File: config.mk
export PLATFORM = sky130hd
export DESIGN_NAME = rf_multiport_sb
export DESIGN_NICKNAME = d
export VERILOG_FILES = /design/src/rtl/rf_multiport_sb_pkg.sv /design/src/rtl/rf_multiport_sb_scoreboard.sv /design/src/rtl/rf_multiport_sb.sv
export SDC_FILE = /design/constraint.sdc
export NUM_CORES = 2
export LEC_CHECK = 0
export BUFFER_PORTS_ARGS = -buffer_cell sky130_fd_sc_hd__buf_2
export CAP_MARGIN = 20
export CORE_ASPECT_RATIO = 1.75
export CORE_UTILIZATION = 30
export CTS_BUF_LIST = sky130_fd_sc_hd__clkbuf_4
export CTS_CLUSTER_SIZE = 12
export DETAILED_ROUTE_END_ITERATION = 8
export PLACE_DENSITY = 0.49
export RECOVER_POWER = 25
export SYNTH_ARGS = -nofsm -noshare
export SYNTH_HDL_FRONTEND = slang
export SYNTH_HIERARCHICAL = 1
export SYNTH_SLANG_ARGS = --single-unit
File: constraint.sdc
create_clock -name clk -period 106.4 [get_ports clk]
set_clock_uncertainty 0.2 [all_clocks]
set_input_delay 21.28 -clock clk [delete_from_list [all_inputs] [get_ports clk]]
set_output_delay 21.28 -clock clk [all_outputs]
set_load 0.05 [all_outputs]
File: src/rtl/rf_multiport_sb_pkg.sv
// Shared widths and index/data types for the NPC general-purpose register file.
package rf_pkg;

    localparam int unsigned RF_ADDR_W   = 5;
    localparam int unsigned RF_DATA_W   = 32;
    localparam int unsigned RF_ZERO_IDX = 0;

    typedef logic [RF_ADDR_W-1:0] rf_idx_t;
    typedef logic [RF_DATA_W-1:0] rf_data_t;

endpackage

File: src/rtl/rf_multiport_sb_scoreboard.sv
// Per-register busy scoreboard: set on issue, cleared on writeback, queried per read port.
module rf_scoreboard
    import rf_pkg::*;
#(
    parameter int unsigned ADDR_WIDTH = RF_ADDR_W,
    parameter int unsigned NUM_RD     = 2,
    parameter int unsigned BYPASS     = 1,
    parameter int unsigned ZERO_REG   = 1
) (
    input  logic                         clk,
    input  logic                         rst,
    input  logic                         wen,
    input  logic [ADDR_WIDTH-1:0]        waddr,
    input  logic                         issue_vld,
    input  logic [ADDR_WIDTH-1:0]        issue_rd,
    input  logic [NUM_RD*ADDR_WIDTH-1:0] raddr,
    output logic [NUM_RD-1:0]            rbusy
);

    localparam int unsigned           DEPTH = 2**ADDR_WIDTH;
    localparam logic [ADDR_WIDTH-1:0] ZIDX  = ADDR_WIDTH'(RF_ZERO_IDX);

    logic [DEPTH-1:0] busy;
    logic             set_ok;

    assign set_ok = issue_vld && !(ZERO_REG != 0 && issue_rd == ZIDX);

    // Set is assigned after clear so a newer producer wins on a same-index collision.
    always_ff @(posedge clk or posedge rst) begin
        if (rst) begin
            busy <= '0;
        end else begin
            if (wen)
                busy[waddr] <= 1'b0;
            if (set_ok)
                busy[issue_rd] <= 1'b1;
        end
    end

    for (genvar i = 0; i < NUM_RD; i++) begin : g_q
        logic [ADDR_WIDTH-1:0] ra;
        assign ra = raddr[i*ADDR_WIDTH +: ADDR_WIDTH];
        assign rbusy[i] = busy[ra]
                        && !(ZERO_REG != 0 && ra == ZIDX)
                        && !(BYPASS != 0 && wen && waddr == ra);
    end

endmodule

File: src/rtl/rf_multiport_sb.sv
// Multi-read-port GPR file with optional write bypass, hardwired zero register,
// busy scoreboard and an unbypassed debug read port for register dumps.
module rf_multiport_sb
    import rf_pkg::*;
#(
    parameter int unsigned ADDR_WIDTH = RF_ADDR_W,
    parameter int unsigned DATA_WIDTH = RF_DATA_W,
    parameter int unsigned NUM_RD     = 2,
    parameter int unsigned BYPASS     = 1,
    parameter int unsigned ZERO_REG   = 1
) (
    input  logic                         clk,
    input  logic                         rst,
    input  logic                         wen,
    input  logic [ADDR_WIDTH-1:0]        waddr,
    input  logic [DATA_WIDTH-1:0]        wdata,
    input  logic [NUM_RD*ADDR_WIDTH-1:0] raddr,
    output logic [NUM_RD*DATA_WIDTH-1:0] rdata,
    output logic [NUM_RD-1:0]            rbusy,
    input  logic                         issue_vld,
    input  logic [ADDR_WIDTH-1:0]        issue_rd,
    input  logic [ADDR_WIDTH-1:0]        dbg_raddr,
    output logic [DATA_WIDTH-1:0]        dbg_rdata
);

    localparam int unsigned           DEPTH = 2**ADDR_WIDTH;
    localparam logic [ADDR_WIDTH-1:0] ZIDX  = ADDR_WIDTH'(RF_ZERO_IDX);

    logic [DATA_WIDTH-1:0] rf [DEPTH];
    logic                  wr_ok;

    assign wr_ok = wen && !(ZERO_REG != 0 && waddr == ZIDX);

    always_ff @(posedge clk or posedge rst) begin
        if (rst)
            rf <= '{default: '0};
        else if (wr_ok)
            rf[waddr] <= wdata;
    end

    for (genvar i = 0; i < NUM_RD; i++) begin : g_rd
        logic [ADDR_WIDTH-1:0] ra;
        assign ra = raddr[i*ADDR_WIDTH +: ADDR_WIDTH];
        assign rdata[i*DATA_WIDTH +: DATA_WIDTH] =
            (ZERO_REG != 0 && ra == ZIDX)        ? '0    :
            (BYPASS != 0 && wen && waddr == ra)  ? wdata :
                                                   rf[ra];
    end

    assign dbg_rdata = (ZERO_REG != 0 && dbg_raddr == ZIDX) ? '0 : rf[dbg_raddr];

    rf_scoreboard #(
        .ADDR_WIDTH (ADDR_WIDTH),
        .NUM_RD     (NUM_RD),
        .BYPASS     (BYPASS),
        .ZERO_REG   (ZERO_REG)
    ) u_sb (
        .clk       (clk),
        .rst       (rst),
        .wen       (wen),
        .waddr     (waddr),
        .issue_vld (issue_vld),
        .issue_rd  (issue_rd),
        .raddr     (raddr),
        .rbusy     (rbusy)
    );

endmodule

Yosys cells after proc, flatten, opt, wreduce, memory -nomap -nowiden
Cells that the tools add are included.
{"block": "word_totals", "regBits": 1056, "input_bits": 61, "output_inout_bits": 98, "word_cells": 102}
{"block": "op_classes", "order_cmp": 11, "eq_ne": 2, "mux": 27, "bitwise": 7, "n_reduce_logical": 22}
{"cell": "$bwmux 1024", "n": 1}
{"cell": "$bmux 32 s5", "n": 3}
{"cell": "$mux 32", "n": 14}
{"cell": "$demux 32 s5", "n": 1}
{"cell": "$and 32x32->32", "n": 1}
{"cell": "$not 32->32", "n": 1}
{"cell": "$or 32x32->32", "n": 1}
{"cell": "$logic_not 5->1", "n": 5}
{"cell": "$ge 6x6->1 const B", "n": 4}
{"cell": "$lt 5x6->1 const B", "n": 4}
{"cell": "$not 5->6", "n": 4}
{"cell": "$logic_and 1x1->1", "n": 11}
{"cell": "$bmux 1 s5", "n": 2}
{"cell": "$demux 1 s5", "n": 2}
{"cell": "$eq 5x5->1", "n": 2}
{"cell": "$ge 5x1->1 const B", "n": 2}
{"cell": "$logic_not 1->1", "n": 6}
{"cell": "$lt 6x1->1 const B", "n": 1}
{"cell": "$mux 1", "n": 4}

Depth between registers and ports, before layout
{"block": "logic_depth", "ltp_word": 9, "ltp_mapped": 10, "mapped_depth_nobuf": 5}

Cells and area by module
Netlist, hierarchy kept.
{"mod": "rf_multiport_sb", "instances": 1, "cells_per_inst": 4371, "area_per_inst_um2": 62975.4}
{"mod": "rf_scoreboard", "instances": 1, "cells_per_inst": 201, "area_per_inst_um2": 2049.5}

Worst setup path after synthesis
No wires, ideal clock.
{"block": "synth_timing", "path_type": "input to output", "startpoint": "input raddr[5]", "endpoint": "output rdata[41]", "arrival_time_ns": 23.341, "slack_ns": 61.579, "cell_stages": 9, "path_buffers": 5, "cell_sequence": "buf_2 buf_6 buf_8 buf_6 buf_6 mux2i_1 a2111oi_0 nor3_1 a21oi_1"}
{"block": "synth_via", "elab_chain_cells": 6}
{"item": "start: declaration", "line_no": "rf_multiport_sb.sv:17", "rtl": "input logic [NUM_RD*ADDR_WIDTH-1:0] raddr,"}
{"item": "$not 5->6 (implied by the code)", "line_no": "rf_multiport_sb.sv:47", "rtl": "rf[ra];"}
{"item": "$bmux 32 s5", "line_no": "rf_multiport_sb.sv:47"}
{"item": "$mux 32 (implied by the code) (2 in series)", "line_no": "rf_multiport_sb.sv:47"}
{"item": "$mux 32", "line_no": "rf_multiport_sb.sv:46", "rtl": "(BYPASS != 0 && wen && waddr == ra) ? wdata :"}
{"item": "$mux 32 (*)", "line_no": "rf_multiport_sb.sv:45", "rtl": "(ZERO_REG != 0 && ra == ZIDX) ? '0 :"}
{"item": "end: declaration", "line_no": "rf_multiport_sb.sv:18", "rtl": "output logic [NUM_RD*DATA_WIDTH-1:0] rdata,"}
Mark *: on every way between the ends. The rest lies on a longest branch, timed or not. The select of a mux whose other input is x is not followed.

Final worst setup path
{"block": "layout_timing", "startpoint": "input dbg_raddr[0]", "endpoint": "output dbg_rdata[20]"}
{"block": "layout_via", "elab_chain_cells": 5}
{"item": "start: declaration", "line_no": "rf_multiport_sb.sv:22", "rtl": "input logic [ADDR_WIDTH-1:0] dbg_raddr,"}
{"item": "$not 5->6 (implied by the code)", "line_no": "rf_multiport_sb.sv:50", "rtl": "assign dbg_rdata = (ZERO_REG != 0 && dbg_raddr == ZIDX) ? '0 : rf[dbg_raddr];"}
{"item": "$bmux 32 s5", "line_no": "rf_multiport_sb.sv:50"}
{"item": "$mux 32 (implied by the code) (2 in series)", "line_no": "rf_multiport_sb.sv:50"}
{"item": "$mux 32 (*)", "line_no": "rf_multiport_sb.sv:50"}
{"item": "end: declaration", "line_no": "rf_multiport_sb.sv:23", "rtl": "output logic [DATA_WIDTH-1:0] dbg_rdata"}
Marks and branches as above.

==> results.txt <==
Register clock-pin slew on the reported worst setup and hold paths -> 0.07 ns
PD cells -> 17.60 nW/um^2
Final Hold Fails -> 0
Async SR Flop Fraction -> 1.000
Dominant combinational cell family by area after synthesis -> multiplexers
Clock Sinks -> 1056
Synth Register Bits -> 1056
Commonest non-fill, non-tap cells in the layout -> dfrtp_1, mux2_2, mux4_2
Layout cell share with drive strength beyond 1 -> 0.5153
Post-synthesis compound-gate area fraction -> 0.05673
Distinct cells, synth -> 64
Finished Layout Cells -> 7628
Worst reg2reg endpoint -> rf[692]
Register area share after synthesis -> 0.4064
Psw -> 0.4234 mW
Die height -> 617.9 microns
Slew @ Worst Pin -> 5.391 ns
Dominant synthesized flop cell -> dfrtp_1
Vias -> 46780
Min-Delay Path Depth -> 0
R2r startpoint -> rf[692]
Critical path fanouts, max -> 60
# resized after CTS -> 0
Clock power frac -> 0.286
DR pass1 iterations -> 5
Synth Area in Adders -> 0
Core ar. -> 215100 sq um
Cells after synthesis -> 4572
Clock root buffer -> clkbuf_4
Largest net degree at the start of global routing -> 117
RSZ-0062 raised after global routing -> no
Cell Rows -> 225
Sequential power share -> 0.442
Syn Nets -> 4633
Max-Cap Viols -> 13
Routability cong. -> 0.8149
Final setup vio count -> 0
Hold Path Class -> reg -> reg
Antenna viol nets, final -> 0
Crit path DAT -> 26.00 ns
Post-synthesis simple-gate area fraction -> 0.02542
Initial DRC count -> 4136
Post-Synth XOR/XNOR Area -> 0.002559
Peak VDD IR -> 0.009851 mV
Longest Clk Path Bufs -> 4
Int Pwr -> 0.8345 mW
Kind of end point of the critical path -> output port
EDFF count, synth -> 0
Slew Viols, Final -> 606
Area growth from synthesis to layout -> 9.937%
Fin nets -> 4659
Fmax -> 21.06 MHz
Clk Latency, worst-skew pair -> 1.14 ns
DP HPWL -> 157.0 mm
Switch share -> 0.3366
Global route overflow -> 0
Syn Std Cell Area -> 65020 sq um
Min Tclk post-route -> 47.48 ns
DRC -> 0
Logic pwr share -> 0.272
Starting density of the core -> 0.3023
Syn Area/Cell -> 14.22 sq um
CTS tree -> built
Min-delay src -> rf[1009]
Vias in the first global route -> 48860
Port buffer count -> 158
Per-cell routed wire length -> 35.50 microns
Post-CTS setup repair buffer count -> 0
CTS Hold Bufs -> 0
Most common cell after layout, fill and taps aside -> dfrtp_1
Global-route wire length before repair -> 382.2 mm
Number of H-tree levels -> 5
Multiplexer area fraction after synthesis -> 0.4676
Die width -> 353.9 microns
Filler instances -> 21360
Critical Path RT -> 84.92 ns
Post-Route WL -> 270.8 mm
Worst R2R Setup Slack -> 105.35 ns
Status -> finished with violations
CTS Buf Count -> 277
Worst Setup Start Kind -> primary input
Setup TNS -> 0 ns
Vias per Instance -> 6.132
Worst hold endpoint -> rf[1009]
Synth warn -> 6
# IOs -> 159
Slew margin rel. -> -2.614
Final Cycle Share -> 0.4462
Reg2Reg Depth -> 1
Crit path kind -> in -> out
P_leak -> 29.94 nW
Failing checks -> max-capacitance violations, max-slew violations
Initial antenna violation count -> 35
Cells after DPL -> 7156
Die ar. -> 218700 sq um
Tot GR Track Use -> 0.2450
==> cells by family (layout without fill, tap and decap cells) <==
| kind of cell | count (synthesis) | in the layout |
|---|---|---|
| AOI/OAI and AO/OA | 554 | 554 |
| xor gates and xnor gates | 19 | 19 |
| buffers and inverters | 577 | 787 |
| DFF | 1056 | 1056 |
| muxes | 2027 | 2027 |
| other | 0 | 9 |
| and+or+nand+nor | 339 | 339 |
==> how the worst max path moves through the flow <==
| stage | from | endpoint | slack (ns) |
|---|---|---|---|
| after floorplan | rst | rf[0] | 56.10 |
| after global placement | dbg_raddr[0] | dbg_rdata[20] | 58.75 |
| after detailed placement | dbg_raddr[0] | dbg_rdata[30] | 58.72 |
| after CTS | dbg_raddr[0] | dbg_rdata[30] | 58.72 |
| after global routing | dbg_raddr[0] | dbg_rdata[31] | 58.50 |
| final | dbg_raddr[0] | dbg_rdata[20] | 58.92 |
==> critical path: stages <==
cell and delay [ns]:
buf_8 0.53, buf_4 0.77, buf_4 0.79, buf_4 0.80
mux4_2 0.60, mux4_2 0.50, inv_1 0.12, o21ai_1 0.18
buf_2 0.29
==> stage by stage <==
| stage | utilization | hold slack (ns) | instance area, sq um | setup WS, ns | total power [mW] |
|---|---|---|---|---|---|
| 4_1_cts | 0.3328 | 0.2194 | 71580 | 58.72 | 1.268 |
| 3_5_place_dp | 0.3175 | 0.2040 | 68300 | 58.72 | 0.9049 |
| 3_3_place_gp | 0.3174 | 0.1963 | 68270 | 58.75 | 0.8961 |
| 6_report | 0.3324 | 0.2179 | 71490 | 58.92 | 1.258 |
| 5_1_grt | 0.3323 | 0.2302 | 71480 | 58.50 | 1.316 |
| 2_1_floorplan | - | 0.2580 | 65020 | 56.10 | 0.7996 |
==> metal layers <==
metal | wire length (microns) | track usage | share of wire
met1 | 103500 | 0.3015 | 0.38
met2 | 131000 | 0.4024 | 0.48
met5 | 191 | 0 | 0.00071
met4 | 15720 | 0.1296 | 0.058
met3 | 20280 | 0.05118 | 0.075
==> cell type report <==
cell class              count  area [sq um]  area share
repair buffers            285          1866     0.02610
clock inverters            75         371.6    0.005198
clock buffers             388          2913     0.04075
inverters                  39         147.6    0.002065
well taps                2837          3550     0.04966
diodes                      9         22.52   0.0003150
multi-input cells        2939         36190      0.5063
flip-flops and latches   1056         26430      0.3697
==> cells in the mapped netlist (4+ instances only) <==
| cell type | n | share of area |
|---|---|---|
| dfrtp_1 | 1056 | 0.41 |
| mux2_2 | 1024 | 0.18 |
| mux4_2 | 703 | 0.24 |
| mux2i_1 | 295 | 0.045 |
| clkbuf_1 | 254 | 0.015 |
| buf_2 | 138 | 0.011 |
| nand2_1 | 128 | 0.0074 |
| o21ai_0 | 111 | 0.0085 |
| a22oi_1 | 89 | 0.010 |
| buf_1 | 75 | 0.0043 |
| a21oi_1 | 64 | 0.0049 |
| o22ai_1 | 61 | 0.0059 |
| o21ai_1 | 56 | 0.0043 |
| nor2_1 | 53 | 0.0031 |
| buf_4 | 49 | 0.0057 |
| nor3_1 | 40 | 0.0031 |
| o221ai_1 | 39 | 0.0053 |
| inv_1 | 37 | 0.0021 |
| a32o_1 | 32 | 0.0049 |
| a31oi_1 | 25 | 0.0024 |
| nand3_1 | 23 | 0.0018 |
| a211oi_1 | 21 | 0.0024 |
| buf_6 | 20 | 0.0035 |
| a221oi_1 | 19 | 0.0026 |
| nand3b_1 | 17 | 0.0020 |
| and3_1 | 15 | 0.0014 |
| xor2_1 | 11 | 0.0015 |
| nand2b_1 | 10 | 0.00096 |
| o2111ai_1 | 10 | 0.0013 |
| nor4_1 | 9 | 0.00087 |
| a221o_1 | 8 | 0.0012 |
| xnor2_1 | 8 | 0.0011 |
| nor2b_1 | 7 | 0.00067 |
| a211o_1 | 6 | 0.00081 |
| and4_1 | 6 | 0.00081 |
| nor3b_1 | 6 | 0.00069 |
| and2_1 | 4 | 0.00038 |
| or3_1 | 4 | 0.00038 |
==> flip-flops by register name, indices dropped and copies added (netlist names) <==
name and flops:
rf 1024, u_sb/busy 32
==> power by group through the flow <==
stage / clock [mW] / sequential (mW) / combinational [mW]
final: 0.359 / 0.556 / 0.343
after global routing: 0.387 / 0.566 / 0.363
after CTS: 0.370 / 0.553 / 0.345
after detailed placement: 0 / 0.561 / 0.344
after global placement: 0 / 0.557 / 0.339
after floorplan: 0 / 0.533 / 0.267
Power figures use the tool's default switching activity.
